==> config.mk <==
export PLATFORM = sky130hd
export DESIGN_NAME = i2s_transmitter
export DESIGN_NICKNAME = d
export VERILOG_FILES = /design/src/rtl/i2s_transmitter.sv
export SDC_FILE = /design/constraint.sdc
export NUM_CORES = 1
export LEC_CHECK = 0
export BUFFER_PORTS_ARGS = -buffer_cell sky130_fd_sc_hd__buf_2
export CELL_PAD_IN_SITES_DETAIL_PLACEMENT = 2
export CELL_PAD_IN_SITES_GLOBAL_PLACEMENT = 2
export CORE_UTILIZATION = 31
export CTS_CLUSTER_DIAMETER = 100
export CTS_CLUSTER_SIZE = 20
export DETAILED_ROUTE_END_ITERATION = 12
export HOLD_SLACK_MARGIN = 0.12
export PLACE_DENSITY = 0.81
export RECOVER_POWER = 100
export REMOVE_ABC_BUFFERS = 1
export SYNTH_ARGS = -nofsm -noshare
export SYNTH_HDL_FRONTEND = slang
export SYNTH_SLANG_ARGS = --single-unit
==> constraint.sdc <==
create_clock -name bclk -period 2.55 [get_ports bclk]
set_clock_uncertainty 0.2 [all_clocks]
set_input_delay 0.765 -clock bclk [delete_from_list [all_inputs] [get_ports bclk]]
set_output_delay 0.765 -clock bclk [all_outputs]
set_load 0.02 [all_outputs]
==> src/rtl/i2s_transmitter.sv <==
// rtl/i2s_transmitter.sv - I2S serialiser for stereo sample pairs with a one-pair holding register
// All state advances on the falling edge of bclk so lrclk/i2s_din are stable at the rising edge.
module i2s_transmitter #(
  parameter int sdsize    = 24,
  parameter int countsize = 32
) (
  input  logic              bclk,
  input  logic              rst,
  input  logic [sdsize-1:0] left_data,
  input  logic [sdsize-1:0] right_data,
  input  logic              data_valid,
  output logic              data_ready,
  output logic              lrclk,
  output logic              i2s_din,
  output logic              underrun
);

  localparam int            KW         = (countsize > 1) ? $clog2(countsize) : 1;
  localparam logic [KW-1:0] K_LAST     = KW'(countsize - 1);
  localparam logic [KW-1:0] K_DATA_END = KW'(sdsize);

  logic [KW-1:0]     k_q, k_d;
  logic              lrclk_q, lrclk_d;
  logic              din_q, din_d;
  logic              underrun_q, underrun_d;
  logic              full_q, full_d;
  logic [sdsize-1:0] hold_l_q, hold_l_d, hold_r_q, hold_r_d;
  logic [sdsize-1:0] sh_l_q, sh_l_d, sh_r_q, sh_r_d;
  logic              wrap, load, accept;

  assign data_ready = !full_q && !rst;
  assign lrclk      = lrclk_q;
  assign i2s_din    = din_q;
  assign underrun   = underrun_q;

  always_comb begin
    wrap       = (k_q == K_LAST);
    load       = wrap && lrclk_q;
    accept     = data_valid && data_ready;
    k_d        = wrap ? '0 : k_q + KW'(1);
    lrclk_d    = wrap ? ~lrclk_q : lrclk_q;
    din_d      = 1'b0;
    underrun_d = 1'b0;
    full_d     = full_q;
    hold_l_d   = hold_l_q;
    hold_r_d   = hold_r_q;
    sh_l_d     = sh_l_q;
    sh_r_d     = sh_r_q;

    if (load) begin
      if (full_q) begin
        sh_l_d = hold_l_q;
        sh_r_d = hold_r_q;
        full_d = 1'b0;
      end else begin
        sh_l_d     = '0;
        sh_r_d     = '0;
        underrun_d = 1'b1;
      end
    end else if (k_d != '0 && k_d <= K_DATA_END) begin
      // Slot k=0 is the one-bit delay; data bits follow MSB first, zero padding after.
      if (lrclk_d) begin
        din_d  = sh_r_q[sdsize-1];
        sh_r_d = {sh_r_q[sdsize-2:0], 1'b0};
      end else begin
        din_d  = sh_l_q[sdsize-1];
        sh_l_d = {sh_l_q[sdsize-2:0], 1'b0};
      end
    end

    // Accept cannot coincide with a full-register load because ready is low then.
    if (accept) begin
      full_d   = 1'b1;
      hold_l_d = left_data;
      hold_r_d = right_data;
    end
  end

  always_ff @(negedge bclk) begin
    if (rst) begin
      k_q        <= K_LAST;
      lrclk_q    <= 1'b1;
      din_q      <= 1'b0;
      underrun_q <= 1'b0;
      full_q     <= 1'b0;
      hold_l_q   <= '0;
      hold_r_q   <= '0;
      sh_l_q     <= '0;
      sh_r_q     <= '0;
    end else begin
      k_q        <= k_d;
      lrclk_q    <= lrclk_d;
      din_q      <= din_d;
      underrun_q <= underrun_d;
      full_q     <= full_d;
      hold_l_q   <= hold_l_d;
      hold_r_q   <= hold_r_d;
      sh_l_q     <= sh_l_d;
      sh_r_q     <= sh_r_d;
    end
  end

endmodule
Word-level counts from Yosys, hierarchy flattened
Index checks and enable logic that the tools add are counted.
{ "op_classes": {"bitwise": 3, "n_reduce_logical": 14, "n_addsub": 1, "n_eq_ne": 2, "order_cmp": 1, "muxes": 14} }
{ "op_table": {"columns": ["operator", "count"], "rows": [
  ["24-bit two-way mux", 8],
  ["2-bit nonzero test", 3],
  ["5-bit by 1-bit adder with 5-bit output, second input constant", 1],
  ["5-bit == test, second input constant", 1],
  ["5-bit <= comparator, second input constant", 1],
  ["1-bit two-way mux", 5],
  ["5-bit two-way mux", 1],
  ["5-bit nonzero test", 1],
  ["1-bit logical AND", 4],
  ["2-bit AND reduction", 2],
  ["1-bit inverter", 3],
  ["3-bit OR reduction", 1],
  ["1-bit logical NOT", 2],
  ["2-bit by 1-bit != test with 1-bit output, second input constant", 1],
  ["2-bit OR reduction", 1]
]} }
{ "word_totals": {"word_cells": 44, "ff_bits": 105, "output_inout_bits": 4} }

Depth between registers and ports, before layout
{ "depth": {"depth_word": 6, "mapped_depth": 10} }

==> flow_summary.json <==
{
  "run_status": "finished with violations",
  "failed_checks": "negative setup slack",
  "synth-compound-area-share_pct": 23.5,
  "clock_insertion_delay_worst_skew_ps": 500,
  "leakage_uw": 0.00316,
  "grt_pass1_vias": 6033,
  "die_area_sq_mm": 0.0143,
  "final_core_util_pct": 52.7,
  "ys_warn_count": 0,
  "areaGrowthSynthToFinish_pct": 64.3,
  "final_layout_size_suffix_gt1_share_pct": 35.0,
  "netlist_area_sq_mm": 0.00428,
  "hold_path_class": "flop to flop",
  "crit_path_start_kind": "flop",
  "gp_congestion": 0.809,
  "synth_edf_count": 0,
  "finalHoldViolations": 0,
  "post-place-ws_ps": -728,
  "fillerInstances": 1375,
  "floorplan.die.height_um": 120,
  "timing.max_cap.violations": 0,
  "ios": 55,
  "synth_area_per_cell_sq_um": 8.49,
  "std_cell_rows": 42,
  "core_area_sq_mm": 0.0133,
  "groute.usage.overall_pct": 40.2,
  "synth.ff_latch_count": 105,
  "num_antenna_cells": 0,
  "detail_route.wl_per_cell_um": 36.2,
  "chipWidth_um": 120,
  "final_max_slew_viol_count": 0,
  "synthesized_instance_count": 504,
  "grt_max_degree": 49,
  "drt_first_iter_violations": 531,
  "met3_length_um": 2860,
  "unrepaired_setup_endpoints_after_global_routing": "true",
  "synth.mux.area_fraction_pct": 1.08,
  "postLayoutSetupSlackWorst_ps": -780,
  "dr.pass1.iters": 7,
  "critical_path_peak_fanout": 2,
  "synth_top_family_by_area": "compound AO/OA/AOI/OAI gates",
  "synthAdderAreaFrac_pct": 1.46,
  "clock_tree.buffer_depth": 2,
  "tns_ps": -42870,
  "post_route_met1_wirelength_um": 12100,
  "p_per_area_mw_per_mm2": 1820,
  "dominantRegCellSynth": "dfxtp_1",
  "rr_worst_depth": 11,
  "wirelength_um": 32200,
  "cp.arrival_ps": 2370,
  "cts_max_level": 3,
  "drc": 0,
  "grt_remaining_overflow": 0,
  "clk_pin_slew_worst_setup_hold_paths_ps": 50,
  "tightest_slew_ps": 664,
  "clock_sinks": 105,
  "setup.worst_path.class": "flop to output port",
  "grt_pass1_wl_um": 41000,
  "timing.slew.headroom_pct": 55.8,
  "postRouteAntennaNets": 0,
  "setup.worst_path.end_class": "output port",
  "post_drt_via_cell_ratio": 6.20,
  "met2RoutedLength_um": 14900,
  "finalSetupViolations": 109,
  "cts_root_buffer": "clkbuf_16",
  "initial_core_util_pct": 32.1,
  "post_synth_and_or_nand_nor_area_fraction_pct": 19.5,
  "share_of_the_yosys_chip_area_belonging_to_registers_pct": 49.1,
  "min_delay_path_depth": 2,
  "port_buffers": 54,
  "final_cell_mix": "122 x nand2_1, 110 x inv_1, 99 x dfxtp_1",
  "cp_data_required_time_ps": 1590,
  "ys_async_sr_fraction_pct": 0,
  "antenna_found_initial": 1,
  "vias": 5520,
  "synth_cell_type_count": 38,
  "cts_inserted_buffers": 9,
  "hpwl_um": 8460,
  "design.final.nets": 765,
  "worst_ir_drop_vdd_v": 0.000844,
  "cts_tree": "done",
  "synth-xor-area-share_pct": 0.205,
  "top_layer": "met5",
  "final_common_cell": "nand2_1"
}
## power by group
part	internal, uW	total, uW	switching (uW)
Combinational	3200	7490	4290
Clock	1090	2940	1840
Sequential	2030	2370	340
## per-stage QoR
step | instances | instance area, sq um | total power [uW] | hold slack (ps)
detailed placement | 728 | 4930 | 5820 | 263
global placement | 728 | 4930 | 5600 | 256
finish | 890 | 7030 | 12800 | 309
CTS | 884 | 6780 | 10700 | 278
floorplan | 461 | 4090 | 4310 | 241
global route | 890 | 7030 | 12900 | 333
## state kept, by name, indices dropped and copies added (netlist names)
signal / count
full_q: 1
sh_l_q: 24
hold_l_q: 24
underrun: 1
hold_r_q: 24
i2s_din: 1
sh_r_q: 24
lrclk: 1
k_q: 5
## Yosys cell counts (2+ instances only)
cell / instances / share of area [%]
nor4b_1: 2 / 0.41
buf_6: 3 / 0.79
a221oi_1: 21 / 4.3
mux2i_1: 2 / 0.47
ha_1: 5 / 1.5
and2_1: 2 / 0.29
a21oi_1: 45 / 5.3
inv_1: 6 / 0.53
buf_2: 6 / 0.70
dfxtp_1: 105 / 49
clkbuf_1: 32 / 2.8
and3_1: 2 / 0.29
or3_1: 2 / 0.29
o221a_1: 20 / 5.3
o221a_2: 2 / 0.53
buf_1: 2 / 0.18
or2_2: 23 / 3.4
nor2_1: 27 / 2.4
o21ai_0: 52 / 6.1
nand2_1: 124 / 11
nor3_1: 2 / 0.23
nor2b_1: 2 / 0.29
o32ai_1: 2 / 0.41
## timing repair
item	CTS	global route
resized for setup	135	53
gates cloned	15	1
setup endpoints to repair	106	106
setup buffers	22	11
pin swaps	42	19
hold buffers	0	0
## critical path, stage by stage (launching register included)
cell and delay, ps:
dfxtp_2 350, nor2_4 130, buf_6 150
## cells by family (layout without fill, tap and decap cells)
kind of cell / after synthesis / after routing
muxes: 4 / 4
adders and majority gates: 5 / 5
xor gates and xnor gates: 1 / 1
and+or+nand+nor: 191 / 194
DFF: 105 / 105
buffers and inverters: 50 / 257
AOI/OAI and AO/OA: 148 / 148
## final timing paths
| kind | from | slack, ps | to |
|---|---|---|---|
| min | hold_l_q[18] | 310 | hold_l_q[18] |
| max reg2reg | k_q[1] | -460 | sh_r_q[12] |
| min reg2reg | hold_l_q[18] | 310 | hold_l_q[18] |
| max | full_q | -780 | data_ready |
## final cells by class
cell class | count | area, sq um | share of cell area [%]
multi-input combinational | 352 | 2630 | 37.3
sequential | 105 | 2110 | 30.0
timing repair buffer | 130 | 1340 | 19.0
clock inverter | 112 | 484 | 6.88
clock buffer | 9 | 225 | 3.20
tap | 176 | 220 | 3.13
inverter | 6 | 31.3 | 0.445
## metal layers
metal | track usage, % | vias to the layer above
met2 | 63.0 | 420
met1 | 48.2 | 2752
met5 | 0 | -
met4 | 23.8 | 2
met3 | 12.4 | 169
li1 | - | 2177
(Power assumes the default switching activity.)
